--- config.mk ---
export PLATFORM = sky130hd
export DESIGN_NAME = fb_write_sequencer
export DESIGN_NICKNAME = d
export VERILOG_FILES = /design/src/rtl/fb_write_sequencer.sv
export SDC_FILE = /design/constraint.sdc
export NUM_CORES = 1
export LEC_CHECK = 0
export BUFFER_PORTS_ARGS = -buffer_cell sky130_fd_sc_hd__buf_2
export CAP_MARGIN = 20
export CORE_ASPECT_RATIO = 1.2
export CORE_MARGIN = 1
export CORE_UTILIZATION = 25
export DETAILED_ROUTE_END_ITERATION = 8
export HOLD_SLACK_MARGIN = 0.03
export PLACE_DENSITY = 0.57
export SLEW_MARGIN = 20
export SYNTH_ARGS = -nofsm -noshare
export SYNTH_HDL_FRONTEND = slang
export SYNTH_SLANG_ARGS = --single-unit
export TNS_END_PERCENT = 50
--- constraint.sdc ---
create_clock -name clk -period 2.22 [get_ports clk]
set_input_delay 0.444 -clock clk [delete_from_list [all_inputs] [get_ports clk]]
set_output_delay 0.444 -clock clk [all_outputs]
set_load 0.05 [all_outputs]
--- src/rtl/fb_write_sequencer.sv ---
// Framebuffer write sequencer: grants write sources 0..MAX_WRITE_SOURCE in turn once per frame
// and streams their pixels into the back-buffer bank. Optional GRANT watchdog: FB_SEQ_TIMEOUT_EN.
module fb_write_sequencer #(
  parameter int MAX_WRITE_SOURCE = 2,
  parameter int COLOR_DEPTH      = 9,
  parameter int SCREEN_W         = 640,
  parameter int SCREEN_H         = 480,
  parameter int TIMEOUT_CYCLES   = 1024,
  localparam int SOURCE_SEL_ADDRW = (MAX_WRITE_SOURCE > 0) ? $clog2(MAX_WRITE_SOURCE + 1) : 1,
  localparam int ADDRW            = $clog2(SCREEN_W * SCREEN_H)
) (
  input  logic                        clk,
  input  logic                        resetN,
  input  logic                        frame,
  input  logic [COLOR_DEPTH-1:0]      write_color_data,
  input  logic                        write_transparent,
  input  logic [31:0]                 write_x_addr,
  input  logic [31:0]                 write_y_addr,
  input  logic                        write_active,
  output logic                        write_awaited,
  output logic [SOURCE_SEL_ADDRW-1:0] write_source_sel,
  output logic                        mem_we,
  output logic [ADDRW-1:0]            mem_addr,
  output logic [COLOR_DEPTH-1:0]      mem_data,
  output logic                        mem_bank,
  output logic                        overrun
);

  typedef enum logic [1:0] {IDLE, GRANT, STREAM, NEXT} state_t;

  localparam logic [SOURCE_SEL_ADDRW-1:0] LAST_SRC = SOURCE_SEL_ADDRW'(MAX_WRITE_SOURCE);

  state_t state;
  logic   pixel_take;
  logic   pixel_keep;

  assign pixel_take = write_active && ((state == GRANT) || (state == STREAM));
  assign pixel_keep = !write_transparent &&
                      (write_x_addr < 32'(SCREEN_W)) &&
                      (write_y_addr < 32'(SCREEN_H));

`ifdef FB_SEQ_TIMEOUT_EN
  localparam int TW = $clog2(TIMEOUT_CYCLES + 1);
  logic [TW-1:0] grant_cycles;
`endif

  always_ff @(posedge clk or negedge resetN) begin
    if (!resetN) begin
      state            <= IDLE;
      write_source_sel <= '0;
      write_awaited    <= 1'b0;
      mem_bank         <= 1'b0;
      overrun          <= 1'b0;
`ifdef FB_SEQ_TIMEOUT_EN
      grant_cycles     <= '0;
`endif
    end else begin
      // A frame pulse outside IDLE (including the NEXT->IDLE cycle) is only flagged.
      if (frame && (state != IDLE))
        overrun <= 1'b1;
      case (state)
        IDLE: begin
          if (frame) begin
            mem_bank         <= ~mem_bank;
            write_source_sel <= '0;
            write_awaited    <= 1'b1;
            state            <= GRANT;
`ifdef FB_SEQ_TIMEOUT_EN
            grant_cycles     <= '0;
`endif
          end
        end
        GRANT: begin
          if (write_active) begin
            state <= STREAM;
          end
`ifdef FB_SEQ_TIMEOUT_EN
          else if (grant_cycles == TW'(TIMEOUT_CYCLES - 1)) begin
            state         <= NEXT;
            write_awaited <= 1'b0;
          end else begin
            grant_cycles <= grant_cycles + 1'b1;
          end
`endif
        end
        STREAM: begin
          if (!write_active) begin
            state         <= NEXT;
            write_awaited <= 1'b0;
          end
        end
        NEXT: begin
          if (write_source_sel == LAST_SRC) begin
            state <= IDLE;
          end else begin
            write_source_sel <= write_source_sel + 1'b1;
            write_awaited    <= 1'b1;
            state            <= GRANT;
`ifdef FB_SEQ_TIMEOUT_EN
            grant_cycles     <= '0;
`endif
          end
        end
        default: state <= IDLE;
      endcase
    end
  end

  // Address is formed at 32 bits; only the low ADDRW bits reach the memory.
  always_ff @(posedge clk or negedge resetN) begin
    if (!resetN) begin
      mem_we   <= 1'b0;
      mem_addr <= '0;
      mem_data <= '0;
    end else begin
      mem_we <= pixel_take && pixel_keep;
      if (pixel_take && pixel_keep) begin
        mem_addr <= ADDRW'(write_y_addr * 32'(SCREEN_W) + write_x_addr);
        mem_data <= write_color_data;
      end
    end
  end

endmodule
Word level (Yosys, flattened, before mapping). Index checks and enable logic that the tools add are counted. Widths: inputs -> output; s select.

Bits in registers: 36. Input bits: 78. Output and inout port bits: 34. Logic and storage cells: 49.

$add $sub $neg: 2. $mul: 1. Magnitude comparators: 2. Eq/ne operators: 8. Muxes and demuxes: 12. Bitwise logic cells: 1. Reduce and logical (&&, ||, !) cells: 15.

Operators with widths (number): $lt 32x10->1 const B (1); $lt 32x9->1 const B (1); $mul 32x3->12 const B (1); $add 19x19->19 (1); $mux 2 (5); $ne 2x2->1 const B (4); $pmux 2 s4 (1); $eq 2x2->1 const B (3); $reduce_and 3->1 (2); $logic_and 1x1->1 (5); $mux 1 (4); $pmux 2 s2 (1); $reduce_and 4->1 (1); $reduce_bool 2->1 (2); $pmux 1 s3 (1); $reduce_bool 3->1 (1); $add 2x1->2 const B (1); $eq 2x1->1 const B (1); $logic_not 2->1 (1); $reduce_and 2->1 (1); $logic_not 1->1 (1); $logic_or 1x1->1 (1); $not 1->1 (1).

Logic depth before layout (Yosys ltp).
Word-level depth: 4. Depth in mapped cells: 15. Depth with buffers taken out: 15.

Worst setup path after synthesis. Ideal clock, no wire load.

Kind: input -> register. Start point: in write_y_addr[2]. End point: reg mem_addr[18]. Setup time: 130 ps. Data arrival time: 2926 ps. Required time: 2090 ps. Path slack: -836 ps. Cell stages on the path: 14. Buffers on the path: 0. Cell sequence: ha_1 > ha_1 > a21o_1 > a21oi_1 > nor2b_1 > o21a_1 > o41a_1 > xor2_1 > ha_1 > or3_1 > o21ai_0 > a31oi_1 > nand4_1 > o221ai_2.

Longest elaborated chain between the ends: 3. Elaborated cells on any way between the ends: 5. Classes of those cells: 1 x add/sub; 1 x mul; 1 x order compare; 2 x reduce/logical.

Ends and longest elaborated chain: from (decl) (line 18) `input logic [31:0] write_y_addr,`; branches (longest 3 deep; another with $mul 32x3->12); to (signal assigned) (line 118) `mem_addr <= ADDRW'(write_y_addr * 32'(SCREEN_W) + write_x_addr);`; to (decl) (line 23) `output logic [ADDRW-1:0] mem_addr,`.

Several ways; the timed one is not identified. A chain may end at the register's enable or synchronous reset.

Final worst setup path.
Start point: in write_y_addr[3]. End point: reg mem_addr[17].

Same word-level chain as after synthesis.

==> flow_summary.html <==
<table>
<tr><th>Metric</th><th>Value</th></tr>
<tr><th colspan="2">Clocking</th></tr>
<tr><td>Clock root buffer master</td><td>sky130_fd_sc_hd__clkbuf_16</td></tr>
<tr><td>Clock latency of the later-clocked register in the worst-skew pair</td><td>0.27 ns</td></tr>
<tr><td>Longest Clk Path Bufs</td><td>2</td></tr>
<tr><td>Total clock sinks</td><td>36</td></tr>
<tr><td>Reg clk slew, reported paths</td><td>0.05 ns</td></tr>
<tr><td>Htree depth</td><td>2</td></tr>
<tr><td>Number of hold-repair buffers added at the cts stage</td><td>0</td></tr>
<tr><td>CTS tree</td><td>yes</td></tr>
<tr><td>Clock buffers created by TritonCTS</td><td>5</td></tr>
<tr><th colspan="2">Worst setup path</th></tr>
<tr><td>Data required, critical path</td><td>2.37 ns</td></tr>
<tr><td>Worst Setup End Kind</td><td>flip-flop</td></tr>
<tr><td>Startpoint-to-endpoint class of the critical path</td><td>in2reg</td></tr>
<tr><td>Reg-to-reg critical path endpoint</td><td>mem_addr[12]</td></tr>
<tr><td>Worst path arrival time</td><td>2.90 ns</td></tr>
<tr><td>Type of element launching the critical path</td><td>input port</td></tr>
<tr><td>Reg-to-Reg Start</td><td>state[0]</td></tr>
<tr><td>Critical path fanouts, max</td><td>4</td></tr>
<tr><td>Setup slack, reg-to-reg</td><td>0.14 ns</td></tr>
<tr><td>Worst r2r path cells</td><td>9</td></tr>
<tr><th colspan="2">Die</th></tr>
<tr><td>Vertical die dimension</td><td>115 um</td></tr>
<tr><td>Horizontal extent of the die</td><td>95.8 um</td></tr>
<tr><td>Core Box Area</td><td>0.0102 mm^2</td></tr>
<tr><td>Total I/O pin count</td><td>112</td></tr>
<tr><td>Number of standard-cell rows in the floorplan</td><td>40</td></tr>
<tr><td>Initial cell density of the core</td><td>26.0%</td></tr>
<tr><td>DIE AREA</td><td>0.0110 mm^2</td></tr>
<tr><th colspan="2">Synthesis</th></tr>
<tr><td>FF+latch count, synth</td><td>36</td></tr>
<tr><td>Number of distinct standard cells referenced by the synthesized netlist</td><td>43</td></tr>
<tr><td>Synth Cell Area</td><td>0.00264 mm^2</td></tr>
<tr><td>Post-synthesis cell count</td><td>236</td></tr>
<tr><td>Synth top area cells</td><td>sky130_fd_sc_hd__dfrtp_1 34%, sky130_fd_sc_hd__ha_1 16%, sky130_fd_sc_hd__mux2_4 11%, sky130_fd_sc_hd__xnor2_1 4.6%, sky130_fd_sc_hd__nor4_1 2.4%</td></tr>
<tr><td>Number of warnings printed during yosys synthesis</td><td>0</td></tr>
<tr><td>Fraction of synthesized cell area taken by the top area cell type</td><td>34.1%</td></tr>
<tr><td>Leading area contributor after synthesis</td><td>sky130_fd_sc_hd__dfrtp_1</td></tr>
<tr><td>Avg Synthesized Cell Area</td><td>11.2 um^2</td></tr>
<tr><td>Share of synthesized area occupied by flip-flops and latches</td><td>34.1%</td></tr>
<tr><td>Nets in the synthesized netlist</td><td>350</td></tr>
<tr><th colspan="2">STA</th></tr>
<tr><td>Final critical-path required period</td><td>2.75 ns</td></tr>
<tr><td>Upper clock frequency limit</td><td>364 MHz</td></tr>
<tr><td>Max-slew violation count</td><td>0</td></tr>
<tr><td>Count of final setup violators</td><td>7</td></tr>
<tr><td>Slew HR</td><td>46.6%</td></tr>
<tr><td>Transition at the pin with the smallest max-transition slack</td><td>0.802 ns</td></tr>
<tr><td>Count of final hold-check violations</td><td>0</td></tr>
<tr><td>Ratio of final minimum period to clock period</td><td>124%</td></tr>
<tr><td>Unrepaired setup endpoints after global routing</td><td>yes</td></tr>
<tr><td>Maximum clock skew at final layout</td><td>0.00631 ns</td></tr>
<tr><td>Final setup margin</td><td>-0.530 ns</td></tr>
<tr><th colspan="2">Power</th></tr>
<tr><td>Worst VDD drop</td><td>0.000248 V</td></tr>
<tr><td>Overall power consumption</td><td>2910 uW</td></tr>
<tr><td>Pwr Density</td><td>664 mW/mm^2</td></tr>
<tr><td>Leakage power</td><td>0.00223 uW</td></tr>
<tr><th colspan="2">Status</th></tr>
<tr><td>Violations in the final reports</td><td>negative setup slack</td></tr>
<tr><td>Run status</td><td>finished, violations left</td></tr>
<tr><th colspan="2">Drt</th></tr>
<tr><td>Per-cell via count in the routed design</td><td>4.56</td></tr>
<tr><td>DRC viols</td><td>0</td></tr>
<tr><td>Post-Route M1 WL</td><td>3220 um</td></tr>
<tr><td>Length of routed met2 wiring</td><td>3740 um</td></tr>
<tr><td>Router iterations before antenna repair</td><td>4</td></tr>
<tr><td>Top Metal Used</td><td>met4</td></tr>
<tr><td>Number of DRC violations after detailed-routing iteration 0</td><td>60</td></tr>
<tr><td>Avg WL per Cell</td><td>13.5 um</td></tr>
<tr><td>Overall routed net length</td><td>7380 um</td></tr>
<tr><td>Via count</td><td>2495</td></tr>
<tr><td>Routed Antenna Nets</td><td>0</td></tr>
<tr><td>Routed wl met3</td><td>329 um</td></tr>
<tr><th colspan="2">Layout</th></tr>
<tr><td>Most frequent cells in the layout</td><td>107 x sky130_fd_sc_hd__buf_2, 62 x sky130_fd_sc_hd__buf_4, 36 x sky130_fd_sc_hd__dfrtp_1</td></tr>
<tr><td>NumNets Final</td><td>535</td></tr>
<tr><td>Area Growth Syn to Fin</td><td>65.7%</td></tr>
<tr><td>Filler Cells Inserted</td><td>975</td></tr>
<tr><td>Antenna diodes</td><td>0</td></tr>
<tr><td>Share of cells above drive strength 1</td><td>59.1%</td></tr>
<tr><td>Flip-flop and latch area</td><td>901 um^2</td></tr>
<tr><td>Area occupied by multi-input gates</td><td>0.00194 mm^2</td></tr>
<tr><td>Most frequent standard cell in the layout excluding fill and tap cells</td><td>sky130_fd_sc_hd__buf_2</td></tr>
<tr><th colspan="2">Global routing</th></tr>
<tr><td>Global-route wire length before repair</td><td>11400 um</td></tr>
<tr><td>Overall overflow remaining after global route</td><td>0</td></tr>
<tr><td>Antenna violations before repair</td><td>0</td></tr>
<tr><td>Maximum number of pins on one net before global-route repair</td><td>37</td></tr>
<tr><td>Total global routing track utilization</td><td>13.6%</td></tr>
<tr><td>Via count of the first global-routing pass</td><td>2483</td></tr>
<tr><th colspan="2">Placement</th></tr>
<tr><td>Number of buffers added on ports</td><td>111</td></tr>
<tr><td>GP Congestion</td><td>0.728</td></tr>
<tr><td>Worst slack at placement</td><td>-0.967 ns</td></tr>
<tr><td>Total half-perimeter wirelength after legalization and detailed placement</td><td>5610 um</td></tr>
<tr><th colspan="2">Min path</th></tr>
<tr><td>Worst min-delay path category</td><td>in2async</td></tr>
<tr><th colspan="2">Job</th></tr>
<tr><td>Number of max-cap violations</td><td>0</td></tr>
</table>
## how the worst max path moves through the flow
stage	start	depth (start not counted)	slack (ns)	end
after floorplan	write_y_addr[4]	14	-0.65	mem_addr[18]
after global placement	write_y_addr[3]	16	-0.91	mem_addr[18]
after detailed placement	write_y_addr[3]	16	-0.97	mem_addr[18]
after CTS	write_y_addr[4]	14	-0.56	mem_addr[17]
after global routing	write_y_addr[2]	15	-0.65	mem_addr[18]
final	write_y_addr[3]	15	-0.53	mem_addr[17]
## cell families (layout without fill, tap and decap cells)
| group | after synthesis | after routing | share of synthesized area [%] |
|---|---|---|---|
| XOR/XNOR | 18 | 18 | 5.97 |
| AO/OA/AOI/OAI | 45 | 45 | 11.9 |
| multiplexers | 28 | 28 | 14.7 |
| AND/OR/NAND/NOR | 57 | 57 | 12.5 |
| flip-flops | 36 | 36 | 34.1 |
| buffers and inverters | 16 | 201 | 3.13 |
| adder cells (fa/ha/maj) | 36 | 36 | 17.6 |
## what timing repair did
action / in CTS / in global routing
setup endpoints to repair: 27 / 26
gates cloned: 2 / 1
setup buffers: 6 / 4
gates resized for setup: 37 / 14
pin swaps: 27 / 13
## stage by stage
step           instances  util [%]  instance area (um^2)  TNS (ns)  hold slack [ns]
6_report             547      43.1                  4380     -2.80            0.260
3_5_place_dp         529      38.0                  3860     -8.07            0.441
2_1_floorplan        236         -                  2730     -3.41            0.148
4_1_cts              543      42.0                  4260     -2.76            0.301
5_1_grt              547      43.1                  4380     -3.41            0.345
3_3_place_gp         529      38.0                  3860     -7.89            0.441
## cell usage after synthesis (all sizes together)
cell type and instances:
dfrtp 36, ha 34, mux2 26, xnor2 14, inv 13, o21ai 13
nor2 11, nor4 11, nand2 8, a21o 6, a21oi 6, nor2b 6
nand4 5, or3 4, xor2 4, buf 3, nand2b 3, o31ai 3
a22o 2, a31oi 2, and3 2, fa 2, mux2i 2, nand3 2
nor3 2, nor4b 2, o2111ai 2, o21a 2, a211oi 1, a221o 1
a41oi 1, and2 1, o211a 1, o211ai 1, o221a 1, o221ai 1
o311ai 1, o41a 1
## registers in the layout, indices dropped and copies added (netlist names)
signal            flops
mem_data              9
mem_addr             19
overrun               1
write_awaited         1
mem_bank              1
state                 2
mem_we                1
write_source_sel      2
## per-layer routing
metal	track usage, %	up-vias
met5	0	-
met4	4.18	0
met3	1.53	7
met2	25.5	86
met1	15.7	1153
li1	-	1249
## cell type report
type                       instances  share of cell area [%]
multi-input combinational        184                    44.2
timing repair buffer             181                    27.4
clock buffer                       6                    2.95
sequential                        36                    20.6
clock inverter                     1                   0.114
inverter                          13                    1.12
tap                              126                    3.60
## where the power goes
group          switching (uW)  internal [uW]  total, uW
Combinational             714            799       1510
Sequential               37.2            710        747
Clock                     240            407        647
Total                     991           1920       2910
## worst max-delay path, stage by stage
cell,delay [ns]
sky130_fd_sc_hd__buf_8,0.10
sky130_fd_sc_hd__ha_4,0.26
sky130_fd_sc_hd__ha_4,0.13
sky130_fd_sc_hd__inv_2,0.03
sky130_fd_sc_hd__fa_2,0.37
sky130_fd_sc_hd__nor2b_4,0.14
sky130_fd_sc_hd__o2111ai_2,0.12
sky130_fd_sc_hd__nand3_1,0.09
sky130_fd_sc_hd__nor2_1,0.05
sky130_fd_sc_hd__xnor2_1,0.12
sky130_fd_sc_hd__ha_1,0.33
sky130_fd_sc_hd__and3_4,0.17
sky130_fd_sc_hd__a221o_1,0.31
sky130_fd_sc_hd__o21ai_1,0.13
sky130_fd_sc_hd__o311ai_1,0.10
Note: power is estimated with default switching activity, not from simulation.
